--- src/rtl/idp_pkg.sv ---
// Shared definitions for the instruction-datapath sequencer: state encoding,
// control-word field layout and a small decode helper.
package idp_pkg;

  // Control-word and datapath field widths
  localparam int CW_W       = 20;
  localparam int REG_ADDR_W = 5;
  localparam int ALU_OP_W   = 4;

  // Bit positions of each field inside the control word
  localparam int CW_D_LSB    = 15;
  localparam int CW_S_LSB    = 10;
  localparam int CW_T_LSB    = 5;
  localparam int CW_OP_LSB   = 1;
  localparam int CW_HALT_BIT = 0;

  // Sequencer states; one instruction walks FETCH -> READ -> EXEC -> WB
  typedef enum logic [2:0] {
    IDLE   = 3'd0,
    FETCH  = 3'd1,
    READ   = 3'd2,
    EXEC   = 3'd3,
    WB     = 3'd4,
    HALTED = 3'd5
  } idp_state_t;

  // Instruction register contents; the halt bit is acted on while fetching
  // and never needs to be kept, so only the datapath fields live here
  typedef struct packed {
    logic [REG_ADDR_W-1:0] d_addr;
    logic [REG_ADDR_W-1:0] s_addr;
    logic [REG_ADDR_W-1:0] t_addr;
    logic [ALU_OP_W-1:0]   alu_op;
  } idp_ir_t;

  // Pull the datapath fields out of a raw control word
  function automatic idp_ir_t decode_cw(input logic [CW_W-1:0] cw);
    idp_ir_t ir;
    ir.d_addr = cw[CW_D_LSB  +: REG_ADDR_W];
    ir.s_addr = cw[CW_S_LSB  +: REG_ADDR_W];
    ir.t_addr = cw[CW_T_LSB  +: REG_ADDR_W];
    ir.alu_op = cw[CW_OP_LSB +: ALU_OP_W];
    return ir;
  endfunction

  // Halt flag of a raw control word
  function automatic logic cw_halt(input logic [CW_W-1:0] cw);
    return cw[CW_HALT_BIT];
  endfunction

  // States in which an instruction is in flight
  function automatic logic state_busy(input idp_state_t s);
    return (s == FETCH) || (s == READ) || (s == EXEC) || (s == WB);
  endfunction

endpackage

--- src/rtl/idp_pc_counter.sv ---
// Program counter for the sequencer: async reset, synchronous clear and an
// increment that wraps back to zero after the last program address.
module idp_pc_counter #(
  parameter int ADDR_W    = 8,
  parameter int LAST_ADDR = 2**ADDR_W - 1
) (
  input  logic              clk_in,
  input  logic              reset,
  input  logic              clr,
  input  logic              inc,
  output logic [ADDR_W-1:0] pc
);

  localparam logic [ADDR_W-1:0] LAST = ADDR_W'(LAST_ADDR);

  // Clear has priority over increment; the wrap point need not be a power of two
  always_ff @(posedge clk_in or posedge reset) begin
    if (reset) begin
      pc <= '0;
    end else if (clr) begin
      pc <= '0;
    end else if (inc) begin
      pc <= (pc == LAST) ? '0 : pc + ADDR_W'(1);
    end
  end

endmodule

--- src/rtl/idp_sequencer.sv ---
// Single-instruction sequencer: fetches a control word at the PC, latches it,
// steps through READ/EXEC/WB and pulses the register-file write enable in WB.
// Runs one instruction per step pulse, or continuously while run mode is on.
module idp_sequencer
  import idp_pkg::*;
#(
  parameter int ADDR_W    = 8,
  parameter int LAST_ADDR = 2**ADDR_W - 1
) (
  input  logic                  clk_in,
  input  logic                  reset,
  input  logic                  step_pls,
  input  logic                  run_pls,
  input  logic                  clr_pls,
  input  logic [CW_W-1:0]       cw_in,
  output logic [ADDR_W-1:0]     cw_addr,
  output logic [REG_ADDR_W-1:0] S_Addr,
  output logic [REG_ADDR_W-1:0] T_Addr,
  output logic [REG_ADDR_W-1:0] D_Addr,
  output logic [ALU_OP_W-1:0]   ALU_Op,
  output logic                  D_En,
  output logic                  busy,
  output logic                  running,
  output logic                  halted
);

  idp_state_t state, state_nxt;
  idp_ir_t    ir;
  logic       run_flag, run_nxt;
  logic       ir_load;
  logic       pc_clr;
  logic       pc_inc;

  idp_pc_counter #(
    .ADDR_W    (ADDR_W),
    .LAST_ADDR (LAST_ADDR)
  ) u_pc (
    .clk_in (clk_in),
    .reset  (reset),
    .clr    (pc_clr),
    .inc    (pc_inc),
    .pc     (cw_addr)
  );

  // State, run flag and instruction register; reset aborts any instruction at once
  always_ff @(posedge clk_in or posedge reset) begin
    if (reset) begin
      state    <= IDLE;
      run_flag <= 1'b0;
      ir       <= '0;
    end else begin
      state    <= state_nxt;
      run_flag <= run_nxt;
      if (ir_load) begin
        ir <= decode_cw(cw_in);
      end
    end
  end

  // Next state, run-flag update and PC control; in IDLE clear beats run beats step
  always_comb begin
    state_nxt = state;
    run_nxt   = run_flag;
    ir_load   = 1'b0;
    pc_clr    = 1'b0;
    pc_inc    = 1'b0;

    if (run_pls && state_busy(state)) begin
      run_nxt = !run_flag;
    end

    case (state)
      IDLE: begin
        if (clr_pls) begin
          pc_clr  = 1'b1;
          run_nxt = 1'b0;
        end else if (run_pls) begin
          run_nxt = !run_flag;
          if (!run_flag) begin
            state_nxt = FETCH;
          end
        end else if (step_pls || run_flag) begin
          state_nxt = FETCH;
        end
      end
      FETCH: begin
        ir_load = 1'b1;
        if (cw_halt(cw_in)) begin
          state_nxt = HALTED;
          run_nxt   = 1'b0;
        end else begin
          state_nxt = READ;
        end
      end
      READ: begin
        state_nxt = EXEC;
      end
      EXEC: begin
        state_nxt = WB;
      end
      WB: begin
        pc_inc    = 1'b1;
        state_nxt = run_nxt ? FETCH : IDLE;
      end
      HALTED: begin
        if (clr_pls) begin
          pc_clr    = 1'b1;
          run_nxt   = 1'b0;
          state_nxt = IDLE;
        end
      end
      default: begin
        state_nxt = IDLE;
        run_nxt   = 1'b0;
      end
    endcase
  end

  // Datapath fields come straight from the instruction register
  assign D_Addr = ir.d_addr;
  assign S_Addr = ir.s_addr;
  assign T_Addr = ir.t_addr;
  assign ALU_Op = ir.alu_op;

  // Status flags decode directly from the state so reset clears them immediately
  assign D_En    = (state == WB);
  assign busy    = state_busy(state);
  assign halted  = (state == HALTED);
  assign running = run_flag;

endmodule

--- config.mk ---
export PLATFORM = sky130hd
export DESIGN_NAME = idp_sequencer
export DESIGN_NICKNAME = d
export VERILOG_FILES = /design/src/rtl/idp_pkg.sv /design/src/rtl/idp_pc_counter.sv /design/src/rtl/idp_sequencer.sv
export SDC_FILE = /design/constraint.sdc
export NUM_CORES = 1
export LEC_CHECK = 0
export ABC_AREA = 1
export CORE_ASPECT_RATIO = 1.75
export CORE_MARGIN = 1
export CORE_UTILIZATION = 45
export CTS_CLUSTER_SIZE = 12
export DETAILED_ROUTE_END_ITERATION = 12
export DONT_BUFFER_PORTS = 1
export PLACE_DENSITY = 0.7
export SLEW_MARGIN = 20
export SYNTH_ARGS = -nofsm -noshare
export SYNTH_HDL_FRONTEND = slang
export SYNTH_HIERARCHICAL = 1
export SYNTH_SLANG_ARGS = --single-unit
--- constraint.sdc ---
create_clock -name clk_in -period 1.7 [get_ports clk_in]
set_input_delay 0.34 -clock clk_in [delete_from_list [all_inputs] [get_ports clk_in]]
set_output_delay 0.34 -clock clk_in [all_outputs]
set_load 0.01 [all_outputs]
## After elaboration in Yosys (flattened, before gate mapping)

Index checks and enable logic that the tools add are counted.

- Flip-flop bits (word level): 31
- Bits of input ports: 25
- Output and inout bits: 31
- Word-level logic and storage cells: 50

- Add/subtract/negate cells: 1
- Equal/unequal tests: 10
- Muxes and demuxes: 21
- Reductions and logical operators: 11

Operator list:

| kind | number |
|---|---|
| 8-bit 2-to-1 mux | 3 |
| 3-bit 2-to-1 mux | 6 |
| 3-bit case mux with 6 select lines | 1 |
| 1-bit 2-to-1 mux | 10 |
| 8-bit by 1-bit adder with 8-bit output (second input constant) | 1 |
| 8-bit == test (second input constant) | 1 |
| 3-bit by 2-bit == test with 1-bit output (second input constant) | 2 |
| 3-bit == test (second input constant) | 2 |
| 3-bit inequality test (second input constant) | 2 |
| 1-bit logical OR | 4 |
| 2-bit inequality test (second input constant) | 2 |
| 1-bit case mux with 4 select lines | 1 |
| 4-bit AND reduction | 1 |
| 3-bit by 1-bit == test with 1-bit output (second input constant) | 1 |
| 3-bit logical NOT | 1 |
| 3-bit OR reduction | 1 |
| 2-bit nonzero test | 1 |
| 2-bit OR reduction | 1 |
| 1-bit logical AND | 1 |
| 1-bit logical NOT | 1 |

## Logic depth before layout (Yosys ltp)

Gate-level depths: netlist (run 1).

- Depth after elaboration: 9
- Gate-level depth with buffers: 10
- Mapped depth without buffers: 10

## Modules after synthesis

Netlist (run 1), hierarchy kept.

Modules (own cells, without submodules):

| module | times used | cells an instance | area each (um^2) | seq. area each (um^2) |
|---|---|---|---|---|
| idp_sequencer | 1 | 128 | 1034.7 | 575.6 |
| idp_pc_counter | 1 | 56 | 467.9 | 200.2 |

## Worst setup path after synthesis (run 1)

OpenSTA, ideal clock, no wires.

- Path type: reg2reg
- Start: reg state[0]
- End: reg u_pc.pc[7]
- Setup time: 113 ps
- Arrival: 1401 ps
- Data required time: 1587 ps
- Path slack: 187 ps
- Cell stages (with the launch flop): 11
- Path buffers: 0
- Clock period less this slack: 1513 ps
- Cells stage by stage: dfrtp_1 > nor2_1 > nand2_1 > a21oi_1 > nor2_4 > nor2_2 > nand3_2 > nand3_2 > nand2_1 > nand2_1 > inv_1

- Word-level cells in the longest chain between the ends: 4
- Elaborated cells on any way between the ends: 8
- Those cells by class: eq/ne: 2; mux: 3; reduce/logical: 3

RTL lines:

| item | line | source |
|---|---|---|
| start, declared | idp_sequencer.sv:27 | `idp_state_t state, state_nxt;` |
| start signal, assigned | idp_sequencer.sv:52 | `state <= state_nxt;` |
| 3-bit == test or 3-bit logical NOT (tied branches) | idp_sequencer.sv:72 | `case (state)` |
| 2-bit OR reduction (no source line) (*) | - |  |
| 1-bit 2-to-1 mux (*) | - |  |
| net pc_clr | idp_sequencer.sv:31 | `logic pc_clr;` |
| 8-bit 2-to-1 mux or 2-bit nonzero test (tied branches) | - |  |
| end signal, assigned | idp_pc_counter.sv:23 | `pc <= (pc == LAST) ? '0 : pc + ADDR_W'(1);` |
| end, declared | idp_pc_counter.sv:11 | `output logic [ADDR_W-1:0] pc` |

Mark *: on every way through the listed nets, which the timed path passes. The rest lies on a longest branch.
A chain may end at the register's enable or synchronous reset.

## Final worst setup path (run 1)

- Start: reg state[1]
- End: reg u_pc.pc[3]

Same word-level chain as after synthesis.

==> results.toml, run 1 <==
[placement]
port_buffers = 0
hpwl_um = 2438
post-place-cells = 227
gp_congestion = 0.7243

[detailed_routing]
drc = 0
antenna_left = 0
drt-vias-per-instance = 5.008
routed_wl_um = 3106
dr.first_iter.drc_count = 26
drt-pass1-iter-count = 4
wl_per_cell_um = 13.16
dr_total_vias = 1182

[worst_setup_path]
worstSetupEndpointType = "register"
crit_type = "reg -> reg"
worstPathRequired_ns = 1.86
r2r_start = "state[1]"
arrival_ns = 1.77
start_kind = "register"
ff2ff_path_depth = 7
crit_fanout = 6
cp-startpoint = "state[1]"

[floorplanning]
floorplan.core_area_um2 = 3176
placementRows = 27
initial_core_util_pct = 47.32
die_y_um = 78.45
ioPinCount = 56
die-area_um2 = 3583
die_x_um = 45.68

[timing]
finalHoldViolCount = 0
min_period_over_period_pct = 94.41
final_max_slew_viol_count = 0
setup_viol = 0
fmax_ghz = 0.6230
maxSlewHeadroom_pct = 77.22
finClkSkew_ns = 0.008775
min_period_ns = 1.605
worstMarginPinSlew_ns = 0.3413

[yosys]
syn_nets = 211
syn_area_um2 = 1503
syn_inst = 184
syn_area_per_cell_um2 = 8.167
synth-warning-count = 6
synthDistinctLibCells = 25
ys_ff_latch = 31
ys_seq_area_share_pct = 51.62

[power_and_ir_drop]
comb_power_share_pct = 36.3
power_frac_seq_pct = 45.6
p_clk_share_pct = 18.1
swShare_pct = 43.81
switching_power_mw = 1.346
peakVddDrop_uv = 979.9
power_mw = 3.072
power.density_nw_per_um2 = 1860
p_int_mw = 1.726
leakage_nw = 0.8923

[global_route]
grt_max_degree = 21
track_usage_pct = 19.10
antenna_found_initial = 0
grt_pass1_wl_um = 4823
gr-total-overflow = 0
grt_pass1_vias = 1161

[cts]
cts.sinks = 31
cts_buffer_depth = 2
cts_setup_buffers = 0
cts_root_buf = "clkbuf_8"
cts_made_buffers = 5
htree_num_levels = 2
cts_tree = "yes"
clk_pin_slew_ns = 0.07
worstSkewPairLatency_ns = 0.28

[min_path]
hold_path_depth = 2
min_from = "cw_in[16]"
holdCritPathClass = "in -> reg"

[cells_and_area]
fillers = 329
area_delta_synth_final_pct = 9.908
final_common_cell = "nand2_1"
final_util_pct = 52.01
layout-drive-gt1-share_pct = 14.51
fin_nets = 219
final_cell_mix = "76 x nand2_1, 30 x dfrtp_1, 17 x inv_1"
n_antenna_cell = 0
stdcell_count = 236

[run]
maxCapViolCount = 0

[outcome]
status = "complete, no violations"
cells in the mapped netlist:
library cell	count	area, um^2
a211oi_1	1	7.510
a21oi_1	7	35.03
buf_4	2	15.01
buf_6	2	22.52
bufinv_8	1	17.52
clkinv_1	1	3.750
dfrtp_1	31	775.7
ha_1	2	25.02
inv_1	18	67.56
inv_2	2	7.510
nand2_1	76	285.3
nand2_2	2	12.51
nand3_1	9	45.04
nand3_2	3	30.03
nand3b_1	1	7.510
nor2_1	13	48.80
nor2_2	1	6.260
nor2_4	2	22.52
nor3_1	2	10.01
nor3_2	1	10.01
o21ai_0	2	10.01
o21ai_1	2	10.01
o21bai_2	1	11.26
o31ai_1	1	7.510
xor2_1	1	8.760
worst max-delay path, cell delays in order, from the launching register on:
cell     delay [ns]
dfrtp_1        0.42
inv_1          0.12
nand3_1        0.16
a21oi_2        0.26
nor2_4         0.09
nor3_2         0.18
xor2_1         0.20
nor2_1         0.06
path summary, 6_finish.rpt:
check	to	slack, ns
worst max-delay path	u_pc/pc[3]	0.09
worst min-delay path	D_Addr[1]	0.17
worst max register to register	u_pc/pc[3]	0.09
worst min register to register	T_Addr[3]	0.55
max in group asynchronous	state[0]	0.73
min in group asynchronous	D_Addr[3]	0.45
state kept, by name, indices dropped and copies added, names as in the netlist:
signal	flops
S_Addr	5
D_Addr	5
u_pc/pc	8
T_Addr	5
ALU_Op	4
state	3
running	1
per-layer routing:
layer	global-route usage, %	up-vias	share of wire [%]
met4	8.182	0	1.7
li1	-	578	-
met3	7.126	6	6.4
met1	16.02	551	34
met2	36.14	47	58
met5	0	-	0
metrics by stage:
stage | hold slack (ns) | area [um^2] | TNS (ns) | setup slack, ns
2_1_floorplan | 0.1557 | 1503 | 0 | 0.1865
3_3_place_gp | 0.1725 | 1549 | 0 | 0.1284
3_5_place_dp | 0.1833 | 1549 | 0 | 0.02183
4_1_cts | 0.1611 | 1644 | 0 | 0.005353
5_1_grt | 0.1549 | 1652 | -0.01400 | -0.01400
6_report | 0.1660 | 1652 | 0 | 0.09499
power groups by stage:
| stage | clock [mW] | sequential (mW) | combinational (mW) |
|---|---|---|---|
| after CTS | 0.571 | 1.40 | 1.12 |
| final | 0.556 | 1.40 | 1.12 |
| after global placement | 0 | 1.40 | 1.06 |
| after floorplan | 0 | 1.34 | 0.959 |
| after global routing | 0.605 | 1.44 | 1.28 |
| after detailed placement | 0 | 1.40 | 1.12 |
kinds of logic (layout without fill, tap and decap cells):
kind of cell	after synthesis	count (layout)	synth area share, %
and+or+nand+nor	110	110	31.81
DFF	31	31	51.62
buffers and inverters	26	35	8.909
xor gates and xnor gates	1	1	0.5830
adders and majority gates	2	2	1.665
AOI/OAI and AO/OA	14	14	5.412
layout make-up:
| class | instances | area (um^2) | area share [%] |
|---|---|---|---|
| clock inverter | 2 | 12.51 | 0.7576 |
| clock buffer | 6 | 72.57 | 4.394 |
| sequential | 31 | 777.0 | 47.05 |
| timing repair buffer | 5 | 40.04 | 2.424 |
| multi-input combinational | 127 | 599.3 | 36.29 |
| inverter | 22 | 96.34 | 5.833 |
| tap | 43 | 53.80 | 3.258 |
what timing repair did:
| item | 4_1_cts | 5_1_grt |
|---|---|---|
| hold endpoints to repair | 15 | 0 |
| setup endpoints to repair | 0 | 8 |
| hold buffers | 1 | 0 |
| resized for setup | 0 | 4 |
Power figures use the tool's default switching activity.
==> run 2, diff against run 1 <==
- SLEW_MARGIN: 20 -> default
- clock period: 1.7 -> 2.1 ns (I/O delays scaled with it)
==> run 2 against run 1 <==
  * Die area stayed put
  * Combinational power is 21% lower
  * Critical path depth is 4 lower
  * Sequential power is 19% lower
  * Non-clock buffer count is 2 lower
  * Routed wire length is 3.4% lower
  * Critical endpoint is now D_En
  * Largest power group unchanged
  * Highest routed layer unchanged
==> results.toml, run 2 (same netlist as run 1, synthesis figures left out) <==
[placement]
hpwl_um = 2333
port_buffers = 0
gp_congestion = 0.6757
dpl_cell_area_um2 = 1534

[worst_setup_path]
path_buf_inv = 1
ff2ff_path_depth = 7
crit_family = "flip-flops"
worstPathRequired_ns = 1.68
crit_chain = "nor2_1 > nand2_2 > inv_1"
r2r_start = "state[0]"
critical-path-max-stage-delay_ns = 0.44
worst-r2r-setup-slack_ns = 0.42
start_kind = "register"
crit_type = "reg -> out"
r2r-end = "u_pc/pc[3]"
crit_path_top_delay_cell = "dfrtp_1"
arrival_ns = 1.26
worstSetupEndpointType = "output pin"
crit_fanout = 7

[timing]
tns_ns = 0
fmax_ghz = 0.5941
rsz0062_at_grt = "false"
min_period_over_period_pct = 80.15
setup_viol = 0
min_period_ns = 1.683
maxSlewHeadroom_pct = 44.70
finalHoldViolCount = 0
worstMarginPinSlew_ns = 0.8286
finClkSkew_ns = 0.002096
final_max_slew_viol_count = 0

[detailed_routing]
routed_wl_um = 3000
drt-pass1-iter-count = 4
antenna_left = 0
drc = 0
drt-vias-per-instance = 5.047
wl_per_cell_um = 12.82
dr_total_vias = 1181
dr.first_iter.drc_count = 29

[cts]
htree_num_levels = 2
cts_made_buffers = 5
cts_buffer_depth = 2
cts_root_buf = "clkbuf_8"
cts.sinks = 31
worstSkewPairLatency_ns = 0.28
cts_setup_buffers = 0
cts_tree = "yes"
clk_pin_slew_ns = 0.06

[cells_and_area]
layout-drive-gt1-share_pct = 12.04
largest-register = "u_pc/pc"
final_cell_mix = "76 x nand2_1, 31 x dfrtp_1, 18 x inv_1"
n_antenna_cell = 0
largest_reg_flops = 8
area_delta_synth_final_pct = 10.57
final_common_cell = "nand2_1"
final_cell_area_um2 = 1662
fin_nets = 217

[floorplanning]
die_y_um = 78.45
initial_core_util_pct = 47.32
ioPinCount = 56
die-area_um2 = 3583
die_x_um = 45.68
placementRows = 27
floorplan.core_area_um2 = 3176

[power_and_ir_drop]
peakVddDrop_uv = 814.7
power.density_nw_per_um2 = 1570
power_mw = 2.609
p_clk_share_pct = 22.9
power_frac_seq_pct = 43.2
swShare_pct = 41.18
p_int_mw = 1.535
leakage_nw = 0.9053
switching_power_mw = 1.074
comb_power_share_pct = 33.9

[global_route]
grt_pass1_vias = 1196
track_usage_pct = 18.67
grt_max_degree = 24
gr-total-overflow = 0
grt_pass1_wl_um = 4781
antenna_found_initial = 0

[outcome]
status = "complete, no violations"

[run]
maxCapViolCount = 0

[min_path]
holdCritPathClass = "in -> async"
## run 2: power by group through the flow
stage | Sequential, mW | Combinational (mW) | Clock [mW]
floorplan | 1.09 | 0.776 | 0
global placement | 1.13 | 0.848 | 0
detailed placement | 1.13 | 0.899 | 0
CTS | 1.13 | 0.894 | 0.618
global route | 1.16 | 1.02 | 0.649
finish | 1.13 | 0.884 | 0.597
## run 2: layout make-up
type	count	area, um^2
Sequential cell	31	775.7
Timing Repair Buffer	3	25.02
Clock buffer	6	82.58
Multi-Input combinational cell	127	593.1
Clock inverter	2	35.03
Inverter	22	96.34
Fill cell	319	1514
Tap cell	43	53.80
## run 2: stage by stage
stage,hold slack [ns],setup WS (ns),utilization [%],cells
2_1_floorplan,0.2357,0.5865,-,184
3_3_place_gp,0.2850,0.5278,48.31,225
3_5_place_dp,0.2886,0.4478,48.31,225
4_1_cts,0.2291,0.4035,52.32,234
5_1_grt,0.2385,0.2584,52.32,234
6_report,0.1927,0.4168,52.32,234
## run 2: per-layer routing
| metal | global-route usage (%) | vias up | wire length (um) |
|---|---|---|---|
| met5 | 0 | - | 0 |
| met4 | 8.485 | 0 | 42 |
| met3 | 7.126 | 4 | 193 |
| met2 | 34.00 | 53 | 1722 |
| met1 | 16.69 | 548 | 1040 |
| li1 | - | 576 | - |
## run 2: worst max path at each step
stage | start | to | slack [ns] | depth (start not counted)
finish | state[0] | D_En | 0.42 | 3
global route | state[0] | u_pc/pc[3] | 0.26 | 7
CTS | state[0] | D_En | 0.40 | 3
detailed placement | state[0] | u_pc/pc[7] | 0.45 | 10
global placement | state[0] | u_pc/pc[7] | 0.53 | 10
floorplan | state[0] | u_pc/pc[7] | 0.59 | 10
## run 2: repair_timing
| item | in CTS | in global routing |
|---|---|---|
| endpoints found under the hold margin | 8 | 0 |
| resized for setup | 0 | 0 |
| hold buffers | 1 | 0 |
## run 2: worst register-to-register path, cell delays in order, from the launching register on
cell,delay (ns)
dfrtp_1,0.44
nor2_1,0.19
nand2_1,0.09
a21oi_1,0.31
nor2_4,0.11
nor3_2,0.18
xor2_1,0.19
nor2_1,0.05
